--- src/rtl/pipelined_broadcast_tree_if.sv ---
// Bus bundle for pipelined_broadcast_tree: upstream message and flush
// controls, plus the per-node valid and payload fan-out.
// The reply reduction signals exist only when
// PIPELINED_BROADCAST_TREE_REPLY_EN is defined.
interface pipelined_broadcast_tree_if #(
  parameter int MESSAGE_WIDTH = 16,
  parameter int NODES         = 10
);

  logic                           clear;
  logic                           in_valid;
  logic [MESSAGE_WIDTH-1:0]       in_message;
  logic [NODES-1:0]               out_valids;
  logic [MESSAGE_WIDTH*NODES-1:0] outputs;

`ifdef PIPELINED_BROADCAST_TREE_REPLY_EN
  logic [NODES-1:0]               node_replies;
  logic                           reply_any;
  logic                           reply_all;

  // Controller side.
  modport master (
    output clear, in_valid, in_message, node_replies,
    input  out_valids, outputs, reply_any, reply_all
  );

  // Tree side.
  modport slave (
    input  clear, in_valid, in_message, node_replies,
    output out_valids, outputs, reply_any, reply_all
  );
`else
  // Controller side.
  modport master (
    output clear, in_valid, in_message,
    input  out_valids, outputs
  );

  // Tree side.
  modport slave (
    input  clear, in_valid, in_message,
    output out_valids, outputs
  );
`endif

endinterface

--- src/rtl/pipelined_broadcast_tree.sv ---
// Registered broadcast tree: fans one message out to NODES consumers.
// Every level is a register stage and no register drives more than
// MAX_FANOUT loads, so all nodes see each message on the same cycle,
// exactly LEVELS cycles after it is presented.
//
// Tree shape: the node stage (level LEVELS-1) holds NODES registers. Each
// level above holds ceil(count_below / MAX_FANOUT) registers, so every
// register feeds at most MAX_FANOUT children. The top stage (level 0) has
// at most MAX_FANOUT registers, all loaded straight from the input port;
// this is what keeps the depth at the minimum LEVELS. Every node sits at
// exactly the same depth, so there is no per-node skew.
//
// Optional feature: define PIPELINED_BROADCAST_TREE_REPLY_EN to build a
// mirror OR/AND reduction tree over node_replies with the same shape and
// depth. It is not gated by valid and ignores clear.
module pipelined_broadcast_tree #(
  parameter int MESSAGE_WIDTH = 16,
  parameter int MAX_FANOUT    = 3,
  parameter int NODES         = 10
) (
  input logic                       clock,
  input logic                       reset,
  pipelined_broadcast_tree_if.slave bus
);

  // Smallest L >= 1 with MAX_FANOUT**L >= NODES.
  function automatic int calc_levels();
    int l;
    int p;
    l = 1;
    p = MAX_FANOUT;
    while (p < NODES) begin
      p = p * MAX_FANOUT;
      l++;
    end
    return l;
  endfunction

  localparam int LEVELS = calc_levels();

  // Register count at level j, derived bottom-up from the node count.
  function automatic int level_count(input int j);
    int c;
    c = NODES;
    for (int k = LEVELS - 1; k > j; k--) begin
      c = (c + MAX_FANOUT - 1) / MAX_FANOUT;
    end
    return c;
  endfunction

  // Index of the first register of level j in the flattened register array.
  function automatic int level_offset(input int j);
    int s;
    s = 0;
    for (int k = 0; k < j; k++) begin
      s += level_count(k);
    end
    return s;
  endfunction

  localparam int TOTAL      = level_offset(LEVELS);
  localparam int LEAF_OFF   = level_offset(LEVELS - 1);
  localparam int ROOT_COUNT = level_count(0);

  if (MAX_FANOUT < 2 || NODES < 1) begin : g_param_check
    $error("pipelined_broadcast_tree: needs MAX_FANOUT >= 2 and NODES >= 1");
  end

  // ---------------------------------------------------------------------
  // Broadcast tree
  // ---------------------------------------------------------------------
  logic [TOTAL-1:0]         src_valid;
  logic [TOTAL-1:0]         valid_q;
  logic [MESSAGE_WIDTH-1:0] src_msg [TOTAL];
  logic [MESSAGE_WIDTH-1:0] msg_q   [TOTAL];

  // Wire each register to its parent: level 0 reads the input port,
  // register i of level j reads register i/MAX_FANOUT of level j-1.
  for (genvar j = 0; j < LEVELS; j++) begin : g_level
    for (genvar i = 0; i < level_count(j); i++) begin : g_reg
      localparam int SELF = level_offset(j) + i;
      if (j == 0) begin : g_top
        assign src_valid[SELF] = bus.in_valid;
        assign src_msg[SELF]   = bus.in_message;
      end else begin : g_child
        localparam int PARENT = level_offset(j - 1) + i / MAX_FANOUT;
        assign src_valid[SELF] = valid_q[PARENT];
        assign src_msg[SELF]   = msg_q[PARENT];
      end
    end
  end

  // Advance every stage one level per cycle; clear drops all valids,
  // payloads only load behind a valid so nodes hold the last delivery.
  always_ff @(posedge clock or posedge reset) begin
    if (reset) begin
      // NOTE: payload registers are reset too, because outputs must read 0
      // immediately on reset; a payload array that only needs to be defined
      // behind its valid would normally be left unreset.
      valid_q <= '0;
      for (int n = 0; n < TOTAL; n++) begin
        msg_q[n] <= '0;
      end
    end else begin
      // NOTE: non-blocking assignments let every stage sample its parent's
      // pre-edge value, which is what makes this a pipeline rather than a
      // chain that collapses into one cycle.
      valid_q <= bus.clear ? '0 : src_valid;
      for (int n = 0; n < TOTAL; n++) begin
        if (src_valid[n]) begin
          msg_q[n] <= src_msg[n];
        end
      end
    end
  end

  // Node stage drives the outputs directly; node i owns slice i.
  for (genvar i = 0; i < NODES; i++) begin : g_node
    assign bus.out_valids[i] = valid_q[LEAF_OFF + i];
    assign bus.outputs[i*MESSAGE_WIDTH +: MESSAGE_WIDTH] = msg_q[LEAF_OFF + i];
  end

`ifdef PIPELINED_BROADCAST_TREE_REPLY_EN
  // ---------------------------------------------------------------------
  // Reply reduction tree (mirror of the broadcast tree)
  // ---------------------------------------------------------------------
  logic [TOTAL-1:0] src_any;
  logic [TOTAL-1:0] src_all;
  logic [TOTAL-1:0] any_q;
  logic [TOTAL-1:0] all_q;

  // Node-level registers sample node_replies; each upper register combines
  // the children it feeds in the broadcast direction. Missing children are
  // padded with the identity value of OR (0) and AND (1).
  for (genvar j = 0; j < LEVELS; j++) begin : g_reply_level
    for (genvar i = 0; i < level_count(j); i++) begin : g_reply_reg
      localparam int SELF = level_offset(j) + i;
      if (j == LEVELS - 1) begin : g_leaf
        assign src_any[SELF] = bus.node_replies[i];
        assign src_all[SELF] = bus.node_replies[i];
      end else begin : g_inner
        logic [MAX_FANOUT-1:0] kid_any;
        logic [MAX_FANOUT-1:0] kid_all;
        for (genvar k = 0; k < MAX_FANOUT; k++) begin : g_kid
          localparam int CHILD = i * MAX_FANOUT + k;
          if (CHILD < level_count(j + 1)) begin : g_real
            assign kid_any[k] = any_q[level_offset(j + 1) + CHILD];
            assign kid_all[k] = all_q[level_offset(j + 1) + CHILD];
          end else begin : g_pad
            assign kid_any[k] = 1'b0;
            assign kid_all[k] = 1'b1;
          end
        end
        assign src_any[SELF] = |kid_any;
        assign src_all[SELF] = &kid_all;
      end
    end
  end

  // Move the partial reductions one level toward the top every cycle.
  always_ff @(posedge clock or posedge reset) begin
    if (reset) begin
      any_q <= '0;
      all_q <= '0;
    end else begin
      any_q <= src_any;
      all_q <= src_all;
    end
  end

  // The top stage has at most MAX_FANOUT registers; merge them here.
  assign bus.reply_any = |any_q[ROOT_COUNT-1:0];
  assign bus.reply_all = &all_q[ROOT_COUNT-1:0];
`endif

endmodule

--- src/flat_wrapper.sv ---
// flat-port wrapper written by rule: the top's interface ports become plain ports
module pipelined_broadcast_tree_flat 
#(
  parameter int MESSAGE_WIDTH = 16,
  parameter int MAX_FANOUT    = 3,
  parameter int NODES         = 10
)
  (clock, reset, bus_clear, bus_in_valid, bus_in_message, bus_out_valids, bus_outputs);
  pipelined_broadcast_tree_if #(.MESSAGE_WIDTH(MESSAGE_WIDTH), .NODES(NODES)) bus_i ();
  input logic clock;
  input logic reset;
  input wire logic [$bits(bus_i.clear)-1:0] bus_clear;
  input wire logic [$bits(bus_i.in_valid)-1:0] bus_in_valid;
  input wire logic [$bits(bus_i.in_message)-1:0] bus_in_message;
  output wire logic [$bits(bus_i.out_valids)-1:0] bus_out_valids;
  output wire logic [$bits(bus_i.outputs)-1:0] bus_outputs;
  assign bus_i.clear = bus_clear;
  assign bus_i.in_valid = bus_in_valid;
  assign bus_i.in_message = bus_in_message;
  assign bus_out_valids = bus_i.out_valids;
  assign bus_outputs = bus_i.outputs;
  pipelined_broadcast_tree #(.MESSAGE_WIDTH(MESSAGE_WIDTH), .MAX_FANOUT(MAX_FANOUT), .NODES(NODES)) u_core (.clock(clock), .reset(reset), .bus(bus_i));
endmodule
--- config.mk ---
export PLATFORM = sky130hd
export DESIGN_NAME = pipelined_broadcast_tree_flat
export DESIGN_NICKNAME = d
export VERILOG_FILES = /design/src/rtl/pipelined_broadcast_tree_if.sv /design/src/rtl/pipelined_broadcast_tree.sv /design/src/flat_wrapper.sv
export SDC_FILE = /design/constraint.sdc
export NUM_CORES = 1
export LEC_CHECK = 0
export CAP_MARGIN = 20
export CORE_UTILIZATION = 39
export CTS_CLUSTER_DIAMETER = 30
export DETAILED_ROUTE_END_ITERATION = 10
export PLACE_DENSITY = 0.79
export SLEW_MARGIN = 20
export SYNTH_ARGS = -nofsm -noshare
export SYNTH_HDL_FRONTEND = slang
export SYNTH_SLANG_ARGS = --single-unit
--- constraint.sdc ---
create_clock -name clock -period 2.3 [get_ports clock]
set_input_delay 0.575 -clock clock [delete_from_list [all_inputs] [get_ports clock]]
set_output_delay 0.575 -clock clock [all_outputs]
set_load 0.01 [all_outputs]
==> results of run 1 <==
[power by group through the flow]
stage / Combinational, mW / Sequential [mW] / Clock (mW)
final: 2.58 / 1.35 / 0.627
after global routing: 2.71 / 1.41 / 0.694
after CTS: 2.61 / 1.36 / 0.660
after detailed placement: 2.60 / 1.38 / 0
after global placement: 2.57 / 1.35 / 0
after floorplan: 2.04 / 1.32 / 0
[flip-flops by register name, summed over array words and instances (netlist names)]
register and cells:
u_core.msg_q 32, u_core.bus.outputs 16, u_core.valid_q 3
[layout by cell type, fill, tap and decap left out]
master	synthesis	routed
clkdlybuf4s50_1	0	189
dfrtp_1	51	51
mux2_4	27	27
mux2_2	21	21
clkbuf_8	0	6
nor2b_1	3	3
buf_4	170	3
inv_2	0	1
clkinv_2	0	1
bufinv_16	0	1
buf_12	3	1
[final timing paths]
kind | start | end | depth (start not counted)
min in group asynchronous | reset | u_core.bus.outputs[149] | 2
worst max-delay path | u_core.bus.outputs[148] | bus_outputs[36] | 1
max in group asynchronous | reset | u_core.valid_q[1] | 3
worst min register to register | u_core.msg_q[169] | u_core.bus.outputs[153] | 1
worst min-delay path | u_core.msg_q[169] | u_core.bus.outputs[153] | 1
worst max register to register | u_core.valid_q[1] | u_core.msg_q[160] | 2
[layer usage]
metal	vias to the layer above	share of wire, %	wire length [um]
met2	105	51	2540
li1	759	-	-
met5	-	0	0
met4	0	1.2	59
met1	759	40	1990
met3	6	8.4	419
[cell type report]
class	instances	area, um2
inverter	1	3.75
timing repair buffer	193	1930
sequential	51	1280
multi-input combinational	51	661
tap	105	131
fill	703	4090
clock inverter	2	35.0
clock buffer	6	82.6
[logic make-up (layout without fill, tap and decap cells)]
group | Yosys count | after routing | synth area share [%]
buffers and inverters | 177 | 202 | 41.5
DFF | 51 | 51 | 38.5
muxes | 48 | 48 | 19.4
and+or+nand+nor | 3 | 3 | 0.567
==> impl_metrics.yaml, run 1 <==
sta:
  fin_crit_ns: 2.00
  setup_violations: 0
  worst_clock_skew_ns: 0.00539
  fin_ws_ns: 0.302
  fmaxAchievable_mhz: 501
  worst_slew_margin_rel_pct: 71.4
  rsz0062_at_grt: "false"
  finalHoldViolCount: 0
  finalSetupTns_ns: 0
  hold_ws_ns: 0.506
  maxSlewViolCount: 0
  fin_crit_sh_pct: 86.9
  worstMarginPinSlew_ns: 0.429
drt:
  first_pass_iters: 4
  wl_um: 5010
  drt_iter0_markers: 39
  vias: 1629
  routedWlPerCell_um: 12.2
  vias_per_cell: 3.98
  drc: 0
  ant_nets: 0
logic_synthesis:
  ys_warn_count: 0
  synth_ff_type: "dfrtp_1"
  synth.avg_cell_area_um2: 11.9
  synth_edf_count: 0
  yosysMostFrequentCell: "buf_4"
  netlist_instances: 279
  synth_common_cells: "buf_4 (170), dfrtp_1 (51), mux2_4 (27), mux2_2 (21)"
  synth_top_area_share_pct: 38.5
  ys_types: 8
  synth-seq-area-share_pct: 38.5
  synth-seq-cells: 51
  yosys.area.top_type: "dfrtp_1"
  synth_area_um2: 3310
  ys_async_sr_fraction_pct: 100
  synth_nets: 299
  synthTopCellsByArea: "dfrtp_1 (39%), buf_4 (39%), mux2_4 (12%)"
global_routing:
  grt_max_degree: 34
  grt_util_met3_pct: 2.75
  grt_use_total_pct: 10.8
  use_met1_pct: 12.8
  first_global_vias: 1383
  grtUsageMet2_pct: 19.1
  grt_pass1_wl_um: 7310
  grt-ovfl-total: 0
  top_usage_layer: "met2"
  antenna_found_initial: 0
clocking:
  clk_pin_slew_ns: 0.08
  clockBufferDepth: 2
  h-tree-depth: 2
  cts_sinks: 51
  ctsHoldBuffers: 0
  cts_resized: 0
  post_cts_buffers: 0
  insertion_delay_ns: 0.30
  cts_buffers: 5
  cts_root_buffer: "clkbuf_8"
  cts_tree: "yes"
placement:
  dp_cells: 401
  portBuffers: 189
  post_dp_cell_area_um2: 4010
  place_congestion: 0.634
  dp_slack_ns: 0.487
  hpwlAfterDp_um: 3700
die:
  io_pins: 190
  initial_utilization_pct: 40.3
  fp.dieArea_um2: 8860
  rows: 33
  fp.dieH_um: 94.1
  core_um2: 8220
  dieWidth_um: 94.1
worst_setup_path:
  endpoint_kind: "primary output"
  slowest_delay_ns: 0.61
  crit_type: "flip-flop to primary output"
  critPathMaxFanout: 11
  cp.arrival_ns: 1.42
  worstSetupStartpointType: "flip-flop"
  r2r_setup_slack_ns: 0.97
  path_delay_family: "buffers and inverters"
  cp_slowest_cell: "clkdlybuf4s50_1"
  path_buf_inv: 1
  cp.required_ns: 1.73
  cp_cell_sequence: "clkdlybuf4s50_1"
cells_and_area:
  final_cells: 409
  fin_area_um2: 4120
  layout.nets: 323
  drive_gt1_share_pct: 20.1
  area_growth_pct: 24.6
  final_core_util_pct: 50.2
  num_antenna_cells: 0
pwr:
  p_leak_nw: 1.71
  p_comb_share_pct: 56.6
  irDropWorstVdd_uv: 505
  intPower_mw: 3.13
  p_per_area_nw_per_um2: 1100
  total_power_mw: 4.55
  pwr-share-seq_pct: 29.6
  p_switching_mw: 1.42
  power.share.clock_pct: 13.8
  switching_share_pct: 31.2
job:
  cap_viol_max_count: 0
status:
  status: "complete, no violations"
hold_path:
  hold_path.class: "flip-flop to flip-flop"
Note: power is estimated with default switching activity, not from simulation.
==> run 2: changes to the inputs <==
- CORE_MARGIN: unset -> 2
==> run 2 against run 1 <==
Against the previous run: cell count is 0.24% higher; utilization is 0.26 points lower; fmax is 0.68% lower; die area is 4.3% higher; global-route usage hardly changed; clock power is 19% lower; sequential power hardly changed; critical path type unchanged; critical endpoint is now bus_outputs[93].
==> impl_metrics.yaml, run 2 (synthesis results as in run 1) <==
global_routing:
  antenna_found_initial: 0
  grt_pass1_wl_um: 7630
  grt-ovfl-total: 0
  grt_use_total_pct: 10.8
  first_global_vias: 1454
  grt_max_degree: 25
hold_path:
  hold_path.class: "flip-flop to flip-flop"
  hold_end: "u_core.msg_q[169]"
  holdPathStages: 1
  min-delay-start: "u_core.msg_q[169]"
drt:
  ant_nets: 0
  wl_um: 5340
  first_pass_iters: 4
  routedWlPerCell_um: 13.0
  vias: 1645
  drt_iter0_markers: 37
  drc: 0
  vias_per_cell: 4.01
clocking:
  ctsHoldBuffers: 0
  cts_resized: 0
  cts_root_buffer: "clkbuf_8"
  cts_sinks: 51
  post_cts_buffers: 0
  clk_pin_slew_ns: 0.09
  cts_buffers: 5
  h-tree-depth: 2
  insertion_delay_ns: 0.30
  clockBufferDepth: 2
  cts_tree: "yes"
worst_setup_path:
  critPathMaxFanout: 11
  endpoint_kind: "primary output"
  crit_type: "flip-flop to primary output"
  worstSetupStartpointType: "flip-flop"
  rr_worst_depth: 2
  cp.arrival_ns: 1.44
  cp.required_ns: 1.73
  path_buf_inv: 1
  cp_slowest_cell: "clkdlybuf4s50_1"
  r2r_setup_slack_ns: 0.92
  slowest_delay_ns: 0.61
  r2r_start: "u_core.valid_q[1]"
  path_delay_family: "buffers and inverters"
  cp_cell_sequence: "clkdlybuf4s50_1"
  r2r_end: "u_core.msg_q[161]"
die:
  rows: 33
  fp.dieArea_um2: 9240
  dieWidth_um: 96.1
  io_pins: 190
  fp.dieH_um: 96.1
  core_um2: 8220
  initial_utilization_pct: 40.3
cells_and_area:
  fillCellCount: 737
  num_antenna_cells: 0
  layout.nets: 324
  final_common_cell: "clkdlybuf4s50_1"
  drive_gt1_share_pct: 20.3
  regArea_um2: 1280
  largest_reg_flops: 32
  area_growth_pct: 23.9
  layout_common_cells: "clkdlybuf4s50_1 (189), dfrtp_1 (51), mux2_4 (27)"
  top_register: "u_core.msg_q"
  multiInputGateArea_um2: 661
sta:
  maxSlewViolCount: 0
  hold_ws_ns: 0.511
  fmaxAchievable_mhz: 497
  setup_violations: 0
  finalHoldViolCount: 0
  worst_slew_margin_rel_pct: 69.1
  worst_clock_skew_ns: 0.00895
  finalSetupTns_ns: 0
  fin_crit_sh_pct: 87.4
  worstMarginPinSlew_ns: 0.464
  fin_crit_ns: 2.01
  rsz0062_at_grt: "false"
pwr:
  p_leak_nw: 1.70
  p_switching_mw: 1.45
  switching_share_pct: 32.7
  irDropWorstVdd_uv: 451
  power.share.clock_pct: 11.4
  p_comb_share_pct: 58.2
  total_power_mw: 4.44
  pwr-share-seq_pct: 30.4
  p_per_area_nw_per_um2: 1080
  intPower_mw: 2.99
status:
  status: "complete, no violations"
placement:
  place_congestion: 0.616
  portBuffers: 189
  hpwlAfterDp_um: 4090
job:
  cap_viol_max_count: 0
[run 2: cell types whose count changed in the layout (fill, tap and decap cells not counted)]
cell,change
buf_4,+1
bufinv_16,-1
clkbuf_8,-1
clkinvlp_4,+2
[run 2: layout make-up]
type	instances	share of cell area [%]
Multi-Input combinational cell	51	16.1
Tap cell	105	3.20
Inverter	1	0.0915
Clock buffer	5	1.68
Timing Repair Buffer	194	47.3
Sequential cell	51	31.1
Clock inverter	3	0.488
[run 2: power groups by stage]
stage,Sequential (mW),Combinational (mW),Clock (mW)
after detailed placement,1.39,2.61,0
after CTS,1.37,2.62,0.526
after floorplan,1.32,2.04,0
final,1.35,2.59,0.505
after global placement,1.36,2.58,0
after global routing,1.42,2.74,0.558
[run 2: worst max-delay path by stage]
stage,slack (ns),endpoint,depth (start not counted),from
floorplan,0.50,u_core.bus.outputs[140],1,reset
global placement,0.49,u_core.msg_q[238],3,bus_in_valid
detailed placement,0.47,u_core.msg_q[233],3,bus_in_valid
CTS,0.25,bus_outputs[2],1,u_core.bus.outputs[146]
global route,0.16,bus_outputs[141],1,u_core.bus.outputs[141]
finish,0.29,bus_outputs[93],1,u_core.bus.outputs[141]
[run 2: metal layers]
layer | track usage (%) | up-vias | part of all wire [%]
li1 | - | 763 | -
met1 | 12.9 | 783 | 38
met2 | 18.8 | 96 | 51
met3 | 3.37 | 3 | 9.6
met4 | 2.86 | 0 | 0.69
met5 | 0 | - | 0
[run 2: stage by stage]
step	cells	utilization (%)	area, um2	worst slack [ns]
global placement	402	48.9	4010	0.485
CTS	410	49.9	4100	0.252
floorplan	279	-	3310	0.495
global route	410	49.9	4100	0.162
detailed placement	402	48.9	4010	0.470
finish	410	49.9	4100	0.289
